## config.mk

```make
export PLATFORM = sky130hd
export DESIGN_NAME = serial_sub
export DESIGN_NICKNAME = d
export VERILOG_FILES = /design/src/rtl/serial_sub.sv
export SDC_FILE = /design/constraint.sdc
export NUM_CORES = 1
export LEC_CHECK = 0
export CAP_MARGIN = 40
export CORE_MARGIN = 3
export CORE_UTILIZATION = 56
export CTS_BUF_LIST = sky130_fd_sc_hd__clkbuf_8
export DETAILED_ROUTE_END_ITERATION = 10
export PLACE_DENSITY = 0.88
export REMOVE_ABC_BUFFERS = 1
export SLEW_MARGIN = 10
export SYNTH_ARGS = -nofsm -noshare
export SYNTH_HDL_FRONTEND = slang
export SYNTH_SLANG_ARGS = --single-unit
```

## constraint.sdc

```tcl
create_clock -name clk -period 2.95 [get_ports clk]
set_input_delay 0.59 -clock clk [delete_from_list [all_inputs] [get_ports clk]]
set_output_delay 0.59 -clock clk [all_outputs]
set_load 0.03 [all_outputs]
```

## src/rtl/serial_sub.sv

```systemverilog
// ---------------------------------------------------------------------------
// serial_sub : bit-serial WIDTH-bit subtractor (a - b, LSB first, one bit/clk)
// Rev 1.0
// ---------------------------------------------------------------------------
`default_nettype none

module serial_sub #(
  parameter int WIDTH = 8
) (
  input  logic             clk,
  input  logic             rst_n,
  input  logic             start,
  input  logic [WIDTH-1:0] a,
  input  logic [WIDTH-1:0] b,
  output logic             busy,
  output logic             done,
  output logic [WIDTH-1:0] diff,
  output logic             borr
);

  localparam int CW = $clog2(WIDTH);
  localparam logic [CW-1:0] LAST = CW'(WIDTH - 1);

  typedef enum logic [1:0] {
    IDLE  = 2'd0,
    SHIFT = 2'd1,
    DONE  = 2'd2
  } state_t;

  state_t          state, state_nx;
  logic [WIDTH-1:0] sh_a, sh_b;
  logic            borrow_ff;
  logic [CW-1:0]   cnt;
  logic            d_bit, b_out;

  // Full-subtractor cell on the current LSB pair.
  assign d_bit = sh_a[0] ^ sh_b[0] ^ borrow_ff;
  assign b_out = (~sh_a[0] & sh_b[0]) | (~(sh_a[0] ^ sh_b[0]) & borrow_ff);

  assign busy = (state != IDLE);
  assign done = (state == DONE);

  always_ff @(posedge clk) begin
    if (!rst_n) state <= IDLE;
    else        state <= state_nx;
  end

  always_comb begin
    state_nx = state;
    case (state)
      IDLE:    if (start) state_nx = SHIFT;
      SHIFT:   if (cnt == LAST) state_nx = DONE;
      DONE:    state_nx = IDLE;
      default: state_nx = IDLE;
    endcase
  end

  always_ff @(posedge clk) begin
    if (!rst_n) begin
      sh_a      <= '0;
      sh_b      <= '0;
      borrow_ff <= 1'b0;
      cnt       <= '0;
      diff      <= '0;
      borr      <= 1'b0;
    end else begin
      case (state)
        IDLE: begin
          if (start) begin
            sh_a      <= a;
            sh_b      <= b;
            borrow_ff <= 1'b0;
            cnt       <= '0;
            diff      <= '0;
            borr      <= 1'b0;
          end
        end
        SHIFT: begin
          sh_a      <= sh_a >> 1;
          sh_b      <= sh_b >> 1;
          diff      <= {d_bit, diff[WIDTH-1:1]};
          borrow_ff <= b_out;
          cnt       <= cnt + 1'b1;
          if (cnt == LAST) borr <= b_out;
        end
        default: ;
      endcase
    end
  end

endmodule

`default_nettype wire
```

=== Yosys cells after proc, flatten, opt, wreduce, memory -nomap -nowiden ===
Cells that the tools add are included.

* Multiplexer cells: 15
* Equal/unequal tests: 5
* Reduce and logical (&&, ||, !) cells: 6
* $add $sub $neg: 1
* Bitwise gates (word level): 7

{| class="wikitable"
|+ Operators by type and width
! kind !! count
|-
| $pmux 8 s2 || 3
|-
| $mux 8 || 3
|-
| $pmux 3 s2 || 1
|-
| $mux 2 || 2
|-
| $ne 2x2->1 const B || 2
|-
| $pmux 1 s2 || 2
|-
| $pmux 2 s2 || 1
|-
| $reduce_and 2->1 || 2
|-
| $reduce_bool 2->1 || 2
|-
| $add 3x1->3 const B || 1
|-
| $eq 3x3->1 const B || 1
|-
| $mux 3 || 1
|-
| $reduce_and 3->1 || 1
|-
| $and 1x1->1 || 2
|-
| $eq 2x1->1 const B || 1
|-
| $eq 2x2->1 const B || 1
|-
| $logic_not 2->1 || 1
|-
| $mux 1 || 2
|-
| $not 1->1 || 2
|-
| $xor 1x1->1 || 2
|-
| $or 1x1->1 || 1
|}

* Register bits after elaboration: 31
* Word-level logic and storage cells: 41
* Output and inout bits: 11
* Bits of input ports: 19

=== Logic depth before layout (Yosys ltp) ===
* Depth in word-level cells: 6
* Gate-level depth with buffers: 6
* Depth with buffers taken out: 5

=== Least setup slack after synthesis ===
OpenSTA, ideal clock, no wires.

* Path kind: register -> output
* Start point: register state[0]
* End point: output port done
* Data arrival time: 1.067 ns
* Path slack: 1.293 ns
* Path buffers: 2
* Cell stages (with the launch flop): 4
* Path through: dfxtp_1 > buf_6 > buf_12 > nor2b_1

* Longest elaborated chain between the ends: 1

{| class="wikitable"
|+ Ends and longest elaborated chain
! item !! RTL line !! RTL
|-
| start: declaration || 30 || <nowiki>state_t state, state_nx;</nowiki>
|-
| start signal: assignment || 45 || <nowiki>else state <= state_nx;</nowiki>
|-
| $eq 2x2->1 || 41 || <nowiki>assign done = (state == DONE);</nowiki>
|-
| end: declaration || 16 || <nowiki>output logic done,</nowiki>
|}

Every way passes these cells.

=== Worst setup path after layout ===
* Start point: register state[1]
* End point: output port done

Same word-level chain as after synthesis.

==> metrics <==
total CTS buffers 5; initial antenna violation count 0; GR Util All Layers 18.5%; Final period util 76.5%; distinct cell type count after synthesis 26; final hold slack 0.461 ns; Clock power frac 33.1%; Residual DRC 0; post-route design area 0.00175 mm^2; pwr dens 500 mW/mm^2; dpl ws 0.872 ns; Rel. slew slack 63.9%; Via density 5.55; synthesized-area fraction occupied by adder cells 3.15%; CTS tree yes; Routed WL per cell 13.8 um; synthesized area per cell 10.7 um^2; Pleak 0.788 nW; CTS clk-pin slew, worst paths 0.06 ns; Finished Core Util 75.3%; R2R Path Start state[0]; drt total wl 2600 um; placed inst area 0.00166 mm^2; dpl cells 181; clk sinks 31; Clk Latency, worst-skew pair 0.28 ns; Inserted Diodes 0; CTS resizes 0; mux contribution to synthesized area 11.2%; slowest CP cell clkdlybuf4s50_1; largest net degree at the start of global routing 33; Critical Setup Path Class reg2out; Seq/Total Area, Yosys 43.4%; Final WS setup 0.692 ns; Core Rows 17; first-pass GRT wire length 4570 um; TNS Setup 0 ns; Psw 208 uW; status finished, final reports clean; chip width 56.6 um; combinational fraction of design power 14.8%; RSZ-0062 raised after global routing no; xor and xnor area share after synthesis 0%; layout cell share with drive strength beyond 1 7.50%; Compound-Gate Fraction of Synth Area 18.8%; Ports 30; DRT iter0 DRCs 15; simple-gate share of the synthesized area 15.3%; CP startpoint state[1]; count of buffers from port buffering 29; post-synthesis register bit count 31; critical path's top delay family buffers and inverters; P&R area growth vs syn 21.9%; clock root cell clkbuf_8; setup violators final 0; Synth Cell Area 0.00143 mm^2; Nets 183; Core ar. 0.00232 mm^2; skew final 0.00227 ns; GR Overflow Total 0; vias in the first global route 1,015; hold path start borr; post-DP HPWL 1850 um; Worst Path Max Fanout 10; Hold Fails Final Rpt 0; max-slew violations 0; Syn Inst Count 134; Longest Clk Path Bufs 2; max-cap violations 0; die extent in y 56.6 um; ANT nets after route 0; largest family of logic cells by synthesized area compound AO/OA/AOI/OAI gates; Final min period 2.26 ns; Worst-Margin Slew 0.542 ns; H-tree lvl count 2; Worst EP required 2.36 ns; Critical Path AT 1.67 ns; Setup Buffers After CTS 0; share of total power in sequential cells 52.0%; Tot Pwr 872 uW; Peak Freq 443 MHz; crit path cell chain nor2b_1 > clkdlybuf4s50_1; area of the die 0.00320 mm^2; Post-CTS Hold Buffers 0; internal cell power 664 uW; CP Launch Type register; WP buf/inv 1; Final Instance Count excl. Fillers 188; Initial Utilization 61.7%; worst hold path class reg2reg; drt first pass iters 4; CP Capture Type output port; Switching Fraction 23.9%; Max IR drop VDD 0.000447 V; CP max stage delay 0.68 ns; YS warnings 0; vias 1,043; Placer Congestion 0.740
## worst register-to-register path, stage by stage, from the launching register on
cell	delay, ns
dfxtp_1	0.33
buf_4	0.31
o21ba_2	0.54
nand2_1	0.12
o211a_1	0.16
## layer usage
layer	part of all wire, %	track usage (%)
met3	4.5	6.90
met1	46	22.8
met5	0	0
met2	48	27.7
met4	2.1	9.83
## registers in the layout, indices dropped and copies added (netlist names)
| register | flops |
|---|---|
| state | 2 |
| diff | 8 |
| cnt | 3 |
| borr | 1 |
| borrow_ff | 1 |
| sh_a | 8 |
| sh_b | 8 |
## cell type report
class / count / area (um^2)
Tap cell: 28 / 35.0
Inverter: 3 / 11.3
Multi-Input combinational cell: 89 / 693
Sequential cell: 31 / 621
Fill cell: 184 / 573
Clock inverter: 1 / 3.75
Clock buffer: 5 / 68.8
Timing Repair Buffer: 31 / 313
## Yosys cell counts
cell type  count  area share (%)
dfxtp_1       31              43
mux2i_1       16              11
nand2_1       16             4.2
nor2b_1       13             5.7
o211a_1       13             9.1
a22oi_1       11             5.8
buf_6          6             4.7
clkbuf_1       3            0.79
inv_1          3            0.79
a21boi_0       2             1.0
and3_1         2            0.87
ha_1           2             1.7
nand4bb_1      2             1.6
o21ai_0        2            0.70
a21oi_1        1            0.35
buf_12         1             1.4
buf_4          1            0.52
fa_1           1             1.4
nand4_1        1            0.44
nor2_1         1            0.26
nor2b_4        1            0.96
nor3b_2        1            0.87
o21ai_1        1            0.35
o21ba_2        1            0.70
o21bai_2       1            0.79
or2_2          1            0.44
## cells by family after synthesis
family / Yosys count
flops: 31
buf+inv: 14
mux: 16
simple gates: 38
compound gates: 32
fa+ha+maj: 3
## layout by cell type, fill, tap and decap left out, types with 2 or more instances in the layout
cell,instances
a22oi_1,11
mux2i_1,16
clkdlybuf4s50_1,29
o211a_1,13
a21boi_0,2
and3_1,2
dfxtp_1,31
o21ai_0,2
nand2_1,16
nor2b_1,13
ha_1,2
clkbuf_8,5
nand4bb_1,2
inv_1,4
## power by group through the flow
stage	sequential (mW)	combinational [mW]	clock [mW]
2_1_floorplan	0.468	0.0689	0
3_3_place_gp	0.461	0.122	0
3_5_place_dp	0.463	0.128	0
4_1_cts	0.454	0.128	0.297
5_1_grt	0.456	0.143	0.319
6_report	0.454	0.129	0.289
## worst paths after layout
path	depth (start not counted)	slack, ns	to
min reg2reg	2	0.46	borr
max	2	0.69	done
max reg2reg	4	1.39	sh_b[1]
min	2	0.46	borr
No activity file was read; power rests on OpenSTA's default activity.
